File: src/rtl/wb_arbiter.sv
// wb_arbiter: arbitrates two register-file writeback requesters (ALU, load unit)
// onto a single registered write port. Each requester owns a one-entry buffer.
// Writes to the same register are issued oldest-first. Writes to different
// registers are arbitrated by a fixed or round-robin policy.
// Optional feature macro: WB_ARBITER_ROUND_ROBIN_EN. When it is defined,
// contested grants alternate between requesters. When it is undefined,
// requester 0 wins every contested grant and the round-robin pointer is absent.
module wb_arbiter (
  input  logic        clk,
  input  logic        rst,
  input  logic        req0_valid,
  output logic        req0_ready,
  input  logic [4:0]  req0_address,
  input  logic [31:0] req0_data,
  input  logic        req1_valid,
  output logic        req1_ready,
  input  logic [4:0]  req1_address,
  input  logic [31:0] req1_data,
  output logic        write_enable,
  output logic [4:0]  write_address,
  output logic [31:0] write_data,
  output logic [31:0] pending,
  output logic [15:0] stall_count
);

  // One-hot decode of a register address, gated by a valid flag.
  function automatic logic [31:0] f_onehot(input logic v, input logic [4:0] a);
    logic [31:0] res;
    if (v) begin
      res = 32'h0000_0001 << a;
    end else begin
      res = 32'h0000_0000;
    end
    return res;
  endfunction

  // Buffer state. r_bufN_old marks the buffer that was loaded strictly
  // earlier than the other valid buffer. When both buffers were loaded on the
  // same edge, neither bit is set and buf1 is treated as the older one.
  logic        r_buf0_valid;
  logic [4:0]  r_buf0_addr;
  logic [31:0] r_buf0_data;
  logic        r_buf0_old;
  logic        r_buf1_valid;
  logic [4:0]  r_buf1_addr;
  logic [31:0] r_buf1_data;
  logic        r_buf1_old;

  logic        r_we;
  logic [4:0]  r_wa;
  logic [31:0] r_wd;
  logic [31:0] r_pending;
  logic [15:0] r_stall_cnt;

`ifdef WB_ARBITER_ROUND_ROBIN_EN
  // 0: requester 0 has priority on the next contested grant, 1: requester 1.
  logic        r_rr_ptr;
`endif

  logic        w_grant0;
  logic        w_grant1;
  logic        w_ready0;
  logic        w_ready1;
  logic        w_load0;
  logic        w_load1;
  logic        w_keep0;
  logic        w_keep1;
  logic        w_stall;

  logic        w_nxt_buf0_valid;
  logic [4:0]  w_nxt_buf0_addr;
  logic [31:0] w_nxt_buf0_data;
  logic        w_nxt_buf0_old;
  logic        w_nxt_buf1_valid;
  logic [4:0]  w_nxt_buf1_addr;
  logic [31:0] w_nxt_buf1_data;
  logic        w_nxt_buf1_old;
  logic        w_nxt_we;
  logic [4:0]  w_nxt_wa;
  logic [31:0] w_nxt_wd;
  logic [31:0] w_nxt_pending;
  logic [15:0] w_nxt_stall_cnt;

  // Grant selection: oldest wins on a register conflict, otherwise the policy decides.
  always_comb begin
    w_grant0 = 1'b0;
    w_grant1 = 1'b0;
    if (r_buf0_valid && r_buf1_valid) begin
      if (r_buf0_addr == r_buf1_addr) begin
        if (r_buf0_old) begin
          w_grant0 = 1'b1;
        end else begin
          w_grant1 = 1'b1;
        end
      end else begin
`ifdef WB_ARBITER_ROUND_ROBIN_EN
        if (r_rr_ptr == 1'b0) begin
          w_grant0 = 1'b1;
        end else begin
          w_grant1 = 1'b1;
        end
`else
        w_grant0 = 1'b1;
`endif
      end
    end else if (r_buf0_valid) begin
      w_grant0 = 1'b1;
    end else if (r_buf1_valid) begin
      w_grant1 = 1'b1;
    end else begin
      w_grant0 = 1'b0;
      w_grant1 = 1'b0;
    end
  end

  // A buffer can accept a request when it is empty or it is being drained this cycle.
  assign w_ready0   = ~r_buf0_valid | w_grant0;
  assign w_ready1   = ~r_buf1_valid | w_grant1;
  assign req0_ready = w_ready0;
  assign req1_ready = w_ready1;

  // Writes to x0 complete the handshake but never occupy a buffer.
  assign w_load0 = req0_valid & w_ready0 & (req0_address != 5'd0);
  assign w_load1 = req1_valid & w_ready1 & (req1_address != 5'd0);
  assign w_keep0 = r_buf0_valid & ~w_grant0;
  assign w_keep1 = r_buf1_valid & ~w_grant1;
  assign w_stall = (req0_valid & ~w_ready0) | (req1_valid & ~w_ready1);

  // Next buffer contents and relative age.
  always_comb begin
    w_nxt_buf0_valid = w_load0 | w_keep0;
    w_nxt_buf1_valid = w_load1 | w_keep1;
    w_nxt_buf0_addr  = r_buf0_addr;
    w_nxt_buf0_data  = r_buf0_data;
    w_nxt_buf1_addr  = r_buf1_addr;
    w_nxt_buf1_data  = r_buf1_data;
    w_nxt_buf0_old   = r_buf0_old;
    w_nxt_buf1_old   = r_buf1_old;
    if (w_load0) begin
      w_nxt_buf0_addr = req0_address;
      w_nxt_buf0_data = req0_data;
    end else begin
      w_nxt_buf0_addr = r_buf0_addr;
      w_nxt_buf0_data = r_buf0_data;
    end
    if (w_load1) begin
      w_nxt_buf1_addr = req1_address;
      w_nxt_buf1_data = req1_data;
    end else begin
      w_nxt_buf1_addr = r_buf1_addr;
      w_nxt_buf1_data = r_buf1_data;
    end
    if (w_load0 && w_load1) begin
      w_nxt_buf0_old = 1'b0;
      w_nxt_buf1_old = 1'b0;
    end else if (w_load1 && w_keep0) begin
      w_nxt_buf0_old = 1'b1;
      w_nxt_buf1_old = 1'b0;
    end else if (w_load0 && w_keep1) begin
      w_nxt_buf0_old = 1'b0;
      w_nxt_buf1_old = 1'b1;
    end else begin
      w_nxt_buf0_old = r_buf0_old;
      w_nxt_buf1_old = r_buf1_old;
    end
  end

  // Next write port drive: address and data hold when nothing is granted.
  always_comb begin
    w_nxt_we = w_grant0 | w_grant1;
    w_nxt_wa = r_wa;
    w_nxt_wd = r_wd;
    if (w_grant0) begin
      w_nxt_wa = r_buf0_addr;
      w_nxt_wd = r_buf0_data;
    end else if (w_grant1) begin
      w_nxt_wa = r_buf1_addr;
      w_nxt_wd = r_buf1_data;
    end else begin
      w_nxt_wa = r_wa;
      w_nxt_wd = r_wd;
    end
  end

  // Next pending map and saturating stall counter.
  always_comb begin
    w_nxt_pending = (f_onehot(w_nxt_buf0_valid, w_nxt_buf0_addr)
                   | f_onehot(w_nxt_buf1_valid, w_nxt_buf1_addr)
                   | f_onehot(w_nxt_we, w_nxt_wa)) & ~32'h0000_0001;
    if (w_stall && (r_stall_cnt != 16'hFFFF)) begin
      w_nxt_stall_cnt = r_stall_cnt + 16'd1;
    end else begin
      w_nxt_stall_cnt = r_stall_cnt;
    end
  end

  // State update; reset drops any buffered writes without issuing them.
  always_ff @(posedge clk or posedge rst) begin
    if (rst) begin
      r_buf0_valid <= 1'b0;
      r_buf0_addr  <= 5'd0;
      r_buf0_data  <= 32'd0;
      r_buf0_old   <= 1'b0;
      r_buf1_valid <= 1'b0;
      r_buf1_addr  <= 5'd0;
      r_buf1_data  <= 32'd0;
      r_buf1_old   <= 1'b0;
      r_we         <= 1'b0;
      r_wa         <= 5'd0;
      r_wd         <= 32'd0;
      r_pending    <= 32'd0;
      r_stall_cnt  <= 16'd0;
    end else begin
      r_buf0_valid <= w_nxt_buf0_valid;
      r_buf0_addr  <= w_nxt_buf0_addr;
      r_buf0_data  <= w_nxt_buf0_data;
      r_buf0_old   <= w_nxt_buf0_old;
      r_buf1_valid <= w_nxt_buf1_valid;
      r_buf1_addr  <= w_nxt_buf1_addr;
      r_buf1_data  <= w_nxt_buf1_data;
      r_buf1_old   <= w_nxt_buf1_old;
      r_we         <= w_nxt_we;
      r_wa         <= w_nxt_wa;
      r_wd         <= w_nxt_wd;
      r_pending    <= w_nxt_pending;
      r_stall_cnt  <= w_nxt_stall_cnt;
    end
  end

`ifdef WB_ARBITER_ROUND_ROBIN_EN
  // After a contested grant, priority moves to the requester that lost.
  always_ff @(posedge clk or posedge rst) begin
    if (rst) begin
      r_rr_ptr <= 1'b0;
    end else if (r_buf0_valid && r_buf1_valid) begin
      r_rr_ptr <= w_grant0;
    end else begin
      r_rr_ptr <= r_rr_ptr;
    end
  end
`endif

  assign write_enable  = r_we;
  assign write_address = r_wa;
  assign write_data    = r_wd;
  assign pending       = r_pending;
  assign stall_count   = r_stall_cnt;

endmodule

File: config.mk
export PLATFORM = sky130hd
export DESIGN_NAME = wb_arbiter
export DESIGN_NICKNAME = d
export VERILOG_FILES = /design/src/rtl/wb_arbiter.sv
export SDC_FILE = /design/constraint.sdc
export NUM_CORES = 1
export LEC_CHECK = 0
export ABC_AREA = 1
export BUFFER_PORTS_ARGS = -buffer_cell sky130_fd_sc_hd__buf_2
export CORE_MARGIN = 10
export CORE_UTILIZATION = 59
export CTS_BUF_LIST = sky130_fd_sc_hd__clkbuf_8 sky130_fd_sc_hd__clkbuf_16
export DETAILED_ROUTE_END_ITERATION = 10
export PLACE_DENSITY = 0.86
export SLEW_MARGIN = 10
export SYNTH_ARGS = -nofsm -noshare
export SYNTH_HDL_FRONTEND = slang
export SYNTH_SLANG_ARGS = --single-unit
File: constraint.sdc
create_clock -name clk -period 8.1 [get_ports clk]
set_input_delay 0.81 -clock clk [delete_from_list [all_inputs] [get_ports clk]]
set_output_delay 0.81 -clock clk [all_outputs]
set_load 0.05 [all_outputs]
==> results summary, run 1 <==
The flow ran to the end, and the final reports show no timing, DRC or antenna violations. The top fanout value on the critical path came out at 33. The first-pass GRT wire length is roughly 35,000 µm. The number of instances on the worst hold path is 2. The latest clock arrival within the worst-skew pair is 0.42 ns. The most used cell along the critical path is sky130_fd_sc_hd__nand2_1. The total negative slack for setup checks is 0 ns. The final hold violation count is 0. The summed instance area of the synthesized netlist came out at 0.007412 mm². The growth of design area from synthesis to finish is 20.14%. The critical path start-end classification is reg2reg. IR analysis of the VDD net gives a maximum drop of 170.9 µV. The cell sitting at the root of the clock tree is a sky130_fd_sc_hd__clkbuf_16. The number of flops mapped to enable cells by yosys came out at 0. The critical path's largest stage delay is 0.50 ns.

The required time at the worst-slack endpoint is 8.45 ns. The quantity of gates resized following cts is 0. The max-slew violation total from the final report is 0. The slowest stage of the critical path is the sky130_fd_sc_hd__inv_2 cell. Once detail routing completed, the nets flagged for antenna violations numbered 0. At the end of routability-driven placement, the weighted congestion stood at 0.8965.

In this design, the largest share of critical-path delay is due to simple AND/OR/NAND/NOR gates. The number of buffers created by CTS came out at 17. The clock arrives with just over 0.009 ns of skew.

The kind of end point of the critical path is a flip-flop. Sequential cells were found to cover between 50 and 60% of the synthesized design area. The area of the die is 0.01745 mm². The pre-antenna-repair detailed-routing pass consisted of 6 iterations.

The post-synthesis instance total is 888. The number of port buffers is 164. Of all cell types, the one taking the most synthesized area is sky130_fd_sc_hd__dfrtp_1. The wire length reported by the detailed router came out at 21,270 µm. The final net count is roughly 1.1k.

The cell with the most instances after synthesis is sky130_fd_sc_hd__nand2_1. The largest net degree at the start of global routing came out at around 100. The cell depth of the worst flop-to-flop path is 13. The cell row count came out at 40.

By area the synthesized netlist is led by sky130_fd_sc_hd__dfrtp_1, sky130_fd_sc_hd__nand2_1, sky130_fd_sc_hd__nand3_1, sky130_fd_sc_hd__inv_1, sky130_fd_sc_hd__o211ai_1. The clock transition at the registers of the reported paths is 0.06 ns. The number of buffers and inverters on the critical path came out at 3.

The max-slew headroom at the worst pin is 33.25%. The min-delay analysis places its worst path in the category reg2reg. The final global-route overflow total came out at 0.

The minimum clock period after layout came out at 3.102 ns. The end-of-flow core utilization is 73.22%. In this run the biggest area consumer among cell types represents 54.69% of the synthesized area. Setup violations remaining at the end of the flow were counted as 0.

The routed wire length per instance came out at 17.41 µm. In this run the vertical extent of the chip is roughly 130 µm. The total routing resource utilization after global routing is 24.11%. The final cycle utilization of the critical path came out at 38.30%. The power density of the placed cells came out at 302.8 mW/mm².

The post-route DRC violation count came out at 0. The worst setup path is launched from a flip-flop. The number of buffers between clock root and the deepest sink came out at 2.

The instance count on the critical path is 13. The count of hold-fix buffers inserted at cts came out at 0. The post-detailed-route via-to-cell ratio came out at 5.530. The total of warnings raised by yosys is 0. The initial antenna violation count came out at 1. The horizontal die dimension came out at ~130 µm. The number of sinks driven by the clock tree came out at 162.

The area of the core came out at 0.01216 mm². Setup repair after global routing left no endpoint under its margin. The synthesized area per cell is 8.347 µm². By count the netlist is led by sky130_fd_sc_hd__nand2_1, sky130_fd_sc_hd__dfrtp_1, sky130_fd_sc_hd__nand3_1.

The starting density of the core is 60.95%. The max-cap check violation count came out at 0. The top-level port count came out at 166. The transition at the pin with the smallest max-transition slack is 0.9989 ns. Synthesis inferred 162 register bits. The data arrival at the endpoint of the critical path is approximately 3.5 ns.

The signal on the critical path passes through inv_2 -> nand2_1 -> nand2_1 -> nor2_4 -> nand3_4 -> nand2_1 -> inv_2 -> nand2_1 -> nand3_1 -> inv_1 -> nor2_1 -> nand3_1 -> nand3_1. The routed via count is 6,758. The leakage power total is between 0.004 and 0.005 µW.

The post-synth net total is 967. The fraction of layout cells with a size suffix above 1 is 22.32%. The number of global-route vias before repair was a little under 7k. Among all flip-flop cells after synthesis, the most frequent one is sky130_fd_sc_hd__dfrtp_1.

The highest attainable clock frequency came out at 322.4 MHz. For this block, the initial DRC count from the detailed router was 704. The share of async-settable or async-resettable flops after synthesis came out at 100.0%. The count of H-tree levels built during CTS came out at 4. Counting distinct cell types in the post-synthesis netlist gives 37. The post-DP HPWL is 14,750 µm. The total setup buffers inserted after CTS is 0. TritonCTS built the clock tree. The count of filler cells inserted in the layout is about 940.
[flip-flops by register name (all words and copies together) (netlist names)]
name and flops:
r_buf0_valid 1, r_buf0_old 1, r_buf0_addr 5, write_data 32
pending 31, r_buf1_data 32, r_buf1_valid 1, stall_count 16
write_address 5, r_buf0_data 32, write_enable 1, r_buf1_addr 5
[where the power goes]
part	internal, µW	switching [µW]	leakage, µW
logic	186	670	0.00238
registers	954	89.1	0.00205
clock network	500	298	0.000313
[path summary, 6_finish.rpt]
check / slack [ns] / start / to
max: 5.00 / r_buf0_addr[3]$_DFF_PP0_ / pending[31]$_DFF_PP0_
min: 0.48 / r_buf0_data[27]$_DFFE_PP0N_ / r_buf0_data[27]$_DFFE_PP0N_
max reg2reg: 5.00 / r_buf0_addr[3]$_DFF_PP0_ / pending[31]$_DFF_PP0_
min reg2reg: 0.48 / r_buf0_data[27]$_DFFE_PP0N_ / r_buf0_data[27]$_DFFE_PP0N_
max in group asynchronous: 6.19 / rst / r_buf1_data[24]$_DFFE_PP0N_
min in group asynchronous: 0.60 / rst / stall_count[4]$_DFFE_PP0P_
[layer usage]
metal / up-vias / track usage (%) / wire, µm
li1: 3176 / - / -
met1: 3189 / 29.80 / 8693
met2: 354 / 38.73 / 10290
met3: 39 / 7.889 / 1887
met4: 0 / 8.467 / 399
met5: - / 0 / 0
[metrics by stage]
step	worst slack, ns	instances	total power [µW]	hold WS [ns]	instance area [µm²]
after CTS	5.031	1221	2700	0.4787	8902
after floorplan	2.913	888	1672	0.4492	7412
final	4.998	1222	2696	0.4784	8905
after global placement	4.933	1190	1889	0.4606	8313
after global routing	4.759	1222	2814	0.5000	8905
after detailed placement	4.858	1190	1905	0.4653	8313
[layout by cell type (no fill, tap or decap), types with 2 or more instances in the layout]
master,count
sky130_fd_sc_hd__nand2_1,355
sky130_fd_sc_hd__buf_2,164
sky130_fd_sc_hd__dfrtp_1,162
sky130_fd_sc_hd__nand3_1,111
sky130_fd_sc_hd__inv_1,56
sky130_fd_sc_hd__nor2_1,33
sky130_fd_sc_hd__o21ai_0,24
sky130_fd_sc_hd__nand4_1,22
sky130_fd_sc_hd__o211ai_1,19
sky130_fd_sc_hd__clkbuf_16,17
sky130_fd_sc_hd__inv_2,10
sky130_fd_sc_hd__nor2_2,10
sky130_fd_sc_hd__nor3_1,8
sky130_fd_sc_hd__xor2_1,8
sky130_fd_sc_hd__xnor2_1,6
sky130_fd_sc_hd__nor2_4,4
sky130_fd_sc_hd__nand2_2,4
sky130_fd_sc_hd__o21ai_2,3
sky130_fd_sc_hd__o21ai_1,3
sky130_fd_sc_hd__a21oi_1,3
sky130_fd_sc_hd__clkbuf_8,3
sky130_fd_sc_hd__bufinv_16,3
sky130_fd_sc_hd__nand3_4,2
sky130_fd_sc_hd__o21ai_4,2
sky130_fd_sc_hd__inv_4,2
sky130_fd_sc_hd__mux2_2,2
sky130_fd_sc_hd__nor4_1,2
sky130_fd_sc_hd__nor3_2,2
sky130_fd_sc_hd__clkinv_2,2
[tightest hold or removal path: cells and delay by family, from the launching register on]
family / cells / cell delay, ns
DFF: 1 / 0.34
and+or+nand+nor: 2 / 0.11
[cell type report]
type,count,area [µm²],area share [%]
Clock buffer,20,466.7,5.241
Sequential cell,162,4054,45.52
Timing Repair Buffer,165,828.3,9.302
Antenna cell,1,2.502,0.02810
Clock inverter,11,122.6,1.377
Multi-Input combinational cell,631,2970,33.36
Inverter,64,250.2,2.810
Tap cell,168,210.2,2.361
[logic make-up (layout without fill, tap and decap cells)]
logic type	Yosys count	count (layout)	synth area share (%)
and+or+nand+nor	557	557	32.78
DFF	162	162	54.69
buffers and inverters	95	260	5.334
AOI/OAI and AO/OA	56	56	5.014
xor gates and xnor gates	14	14	1.654
muxes	2	2	0.3038
adders and majority gates	1	1	0.1688
other	1	2	0.05059
Note: power is estimated with default switching activity, not from simulation.
==> run 2, diff against run 1 <==
--- a/config.mk
+++ b/config.mk
@@ -8,10 +8,10 @@
 export ABC_AREA = 1
 export BUFFER_PORTS_ARGS = -buffer_cell sky130_fd_sc_hd__buf_2
 export CORE_MARGIN = 10
-export CORE_UTILIZATION = 59
+export CORE_UTILIZATION = 54
 export CTS_BUF_LIST = sky130_fd_sc_hd__clkbuf_8 sky130_fd_sc_hd__clkbuf_16
 export DETAILED_ROUTE_END_ITERATION = 10
-export PLACE_DENSITY = 0.86
+export PLACE_DENSITY = 0.8
 export SLEW_MARGIN = 10
 export SYNTH_ARGS = -nofsm -noshare
 export SYNTH_HDL_FRONTEND = slang
==> constraint.sdc (replaced) <==
create_clock -name clk -period 3.1 [get_ports clk]
set_input_delay 0.31 -clock clk [delete_from_list [all_inputs] [get_ports clk]]
set_output_delay 0.31 -clock clk [all_outputs]
set_load 0.05 [all_outputs]
==> run 2 against run 1 <==
Worst hold slack got worse by 0.44 ns. Core utilization fell by 5.4 points. Fmax rose by 22%. Die area rose by 7.8%. Routed wire length rose by 1.1%. Global-route usage fell by 1.0 points. Critical path depth did not move. Flip-flop and latch count did not move. Sequential share of layout area fell by 0.77 points. Sequential power rose to 2.6 times the previous value. Setup slack got worse by 4.4 ns. Final cell count rose by 1.4%.
==> results summary, run 2 (synthesized netlist as in run 1, its figures left out) <==
The end-of-flow core utilization is 67.86% (-5.4 points). The met3 layer usage reported by global route was 6.012% (-1.9 points). The quantity of gates resized following cts came to 0 (unchanged). The latest clock arrival within the worst-skew pair is 0.43 ns (about the same). The critical path in this run is classified as reg2reg. The post-route DRC violation count is 0 (unchanged). The final global-route overflow total is 0 (unchanged). The horizontal die dimension is 137.2 µm (+3.8%). The post-detailed-route via-to-cell ratio came out at 5.408 (-2.2%). The max-slew headroom at the worst pin is 41.72% (+8.5 points). After global routing, the most crowded layer is met2. The flop-to-flop setup slack came out at 0.55 ns (-4.45 ns). The area of the die is 0.01881 mm² (+7.8%).

The number of port buffers is 164 (unchanged). The fraction of layout cells with a size suffix above 1 is 23.61% (+1.3 points). The signal on the critical path passes through inv_1 -> nand2_1 -> nand2_1 -> nor2_1 -> nand4_1 -> nand2_2 -> nand2_4 -> inv_4 -> o21ai_2 -> buf_4 -> nor2_1 -> nand2_1 -> nand3_1. The end of the worst register-to-register path is pending[5]$_DFF_PP0_.

The height of the chip is 137.2 µm (+3.8%). The count of H-tree levels built during CTS came out at 4 (unchanged). The total routing resource utilization after global routing came to 23.08% (-1.0 points). The final net count came out at 1,129 (+0.80%). The cell area after placement is 0.008414 mm² (+1.2%).

The final cycle utilization of the critical path came out at 82.21% (+44 points). The power density of the placed cells came to 804.0 mW/mm² (+170%). The routed via count came out at 6,701 (-0.84%). The max-cap check violation count is 0 (unchanged). The critical path's largest stage delay is 0.46 ns (-0.04 ns). The initial DRC count is 696 (-1.1%). The wire length reported by the detailed router came out at 21,500 µm (+1.1%). The clock transition at the registers of the reported paths is 0.07 ns (about the same). The global-route track usage on met1 came out at 29.93% (+0.13 points). The total negative slack for setup checks came to 0 ns (unchanged). The top-level port count is 166 (unchanged).

The library cells used most frequently in the layout, excluding fill and tap cells, are sky130_fd_sc_hd__nand2_1, sky130_fd_sc_hd__buf_2, sky130_fd_sc_hd__dfrtp_1. The count of hold-fix buffers inserted at cts is 0 (unchanged). The max-slew violation total from the final report came to 0 (unchanged). The data arrival at the endpoint of the critical path is 2.91 ns (-0.54 ns). The tree is rooted in a sky130_fd_sc_hd__clkbuf_16. The number of nets with antenna violations after detailed routing is 0 (unchanged). Setup repair after global routing left no endpoint under its margin.

The detailed-router iteration count before antenna repair is 5 (-1). The routed wire length per instance is 17.35 µm (-0.31%). The number of failing setup endpoints in the final timing report was 0 (unchanged). The cell depth of the worst flop-to-flop path came out at 13 (unchanged). The kind of cell with the highest combined delay along the critical path is simple AND/OR/NAND/NOR gates. The largest net degree at the start of global routing was 65 (-36%).

The post-route clock skew is 0.008861 ns (-0.0002871 ns). The number of buffers created by CTS is 17 (unchanged). The total setup buffers inserted after CTS came out at 0 (unchanged).

The cell row count is 42 (+5.0%). The minimum clock period after layout was 2.548 ns (-0.5536 ns). The library cell used most frequently in the layout, excluding fill and tap cells, is sky130_fd_sc_hd__nand2_1.

The area of the core came to 0.01335 mm² (+9.8%). The critical-path cell with the highest stage delay is sky130_fd_sc_hd__nor2_1. The antenna diode instance count is 0 (-1).

The number of buffers between clock root and the deepest sink was 2 (unchanged). The flow ran to the end, and the final reports show no timing, DRC or antenna violations. The met2 track demand over resource is 36.66% (-2.1 points).

The final hold violation count is 0 (unchanged). The top fanout value on the critical path is 25 (-24%). The worst setup path is launched from a flip-flop. The first-pass GRT wire length is 34,380 µm (-0.36%).

The count of filler cells inserted in the layout came out at 1,149 (+22%). The number of global-route vias before repair came to 6,790 (-0.57%). The highest attainable clock frequency is 392.4 MHz (+22%). The transition at the pin with the smallest max-transition slack came to 0.8717 ns (-0.1272 ns). The most used cell along the critical path is sky130_fd_sc_hd__nand2_1. The startpoint identified for the worst register-to-register timing path is r_buf1_addr[1]$_DFF_PP0_. The routability congestion estimate from global placement is 0.9338 (+4.2%). The post-DP HPWL came to 15,130 µm (+2.6%). The number of sinks driven by the clock tree is 162 (unchanged).

The initial antenna violation count came out at 0 (-1). The required time at the worst-slack endpoint is 3.47 ns (-4.98 ns). The growth of design area from synthesis to finish is 22.20%. The path category of the worst min-delay check is in2async.

The leakage power total came out at 0.004785 µW (+0.98%). The final instance area was 0.009057 mm² (+1.7%). The number of buffers and inverters on the critical path came out at 3 (unchanged). TritonCTS built the clock tree. The kind of end point of the critical path is a flip-flop. The worst ir drop on vdd came out at 403.0 µV (+140%). The starting density of the core came to 55.53% (-5.4 points).
run 2: changes by cell type in the layout (fill, tap and decap cells not counted), moves of 2 or more:
cell,delta
sky130_fd_sc_hd__buf_4,+7
sky130_fd_sc_hd__inv_1,-6
sky130_fd_sc_hd__clkbuf_8,-3
sky130_fd_sc_hd__clkinvlp_4,+3
sky130_fd_sc_hd__inv_6,+3
sky130_fd_sc_hd__inv_8,+3
sky130_fd_sc_hd__buf_12,+2
run 2: final cells by class:
cell class,instances,area [µm²],share of cell area [%]
tap,176,220.2,2.431
clock inverter,15,217.7,2.404
timing repair buffer,174,920.9,10.17
sequential,162,4054,44.76
multi-input combinational,631,2970,32.79
inverter,64,249.0,2.749
clock buffer,17,425.4,4.697
run 2: worst max-delay path by stage:
stage	from	endpoint	slack, ns	cells after the start
after detailed placement	r_buf1_valid$_DFF_PP0_	pending[12]$_DFF_PP0_	0.63	11
after global placement	r_buf1_addr[1]$_DFF_PP0_	pending[8]$_DFF_PP0_	0.64	12
final	r_buf1_addr[1]$_DFF_PP0_	pending[5]$_DFF_PP0_	0.55	13
after CTS	r_buf1_valid$_DFF_PP0_	pending[12]$_DFF_PP0_	0.60	11
after floorplan	rst	pending[10]$_DFF_PP0_	0.73	1
after global routing	r_buf0_addr[2]$_DFF_PP0_	pending[3]$_DFF_PP0_	0.33	13
run 2: layer usage:
| layer | vias up | routed length (µm) |
|---|---|---|
| li1 | 3185 | - |
| met1 | 3168 | 9040 |
| met2 | 305 | 10100 |
| met3 | 43 | 1873 |
| met4 | 0 | 485 |
| met5 | - | 0 |
run 2: metrics by stage:
stage               std cells  total power (µW)  hold WS, ns  setup WS, ns
detailed placement       1207              5007       0.4651        0.6265
finish                   1239              7282      0.03604        0.5516
CTS                      1239              7293      0.05178        0.5955
global placement         1207              4970       0.4617        0.6432
floorplan                 888              4369       0.4196        0.7332
global route             1239              7587      0.07076        0.3286
run 2: report_power, final:
part | total (µW) | leakage (µW) | internal, µW | switching, µW
registers | 2730 | 0.00205 | 2490 | 237
logic | 2270 | 0.00243 | 506 | 1760
clock network | 2290 | 0.000311 | 1370 | 916
total | 7280 | 0.00478 | 4370 | 2910
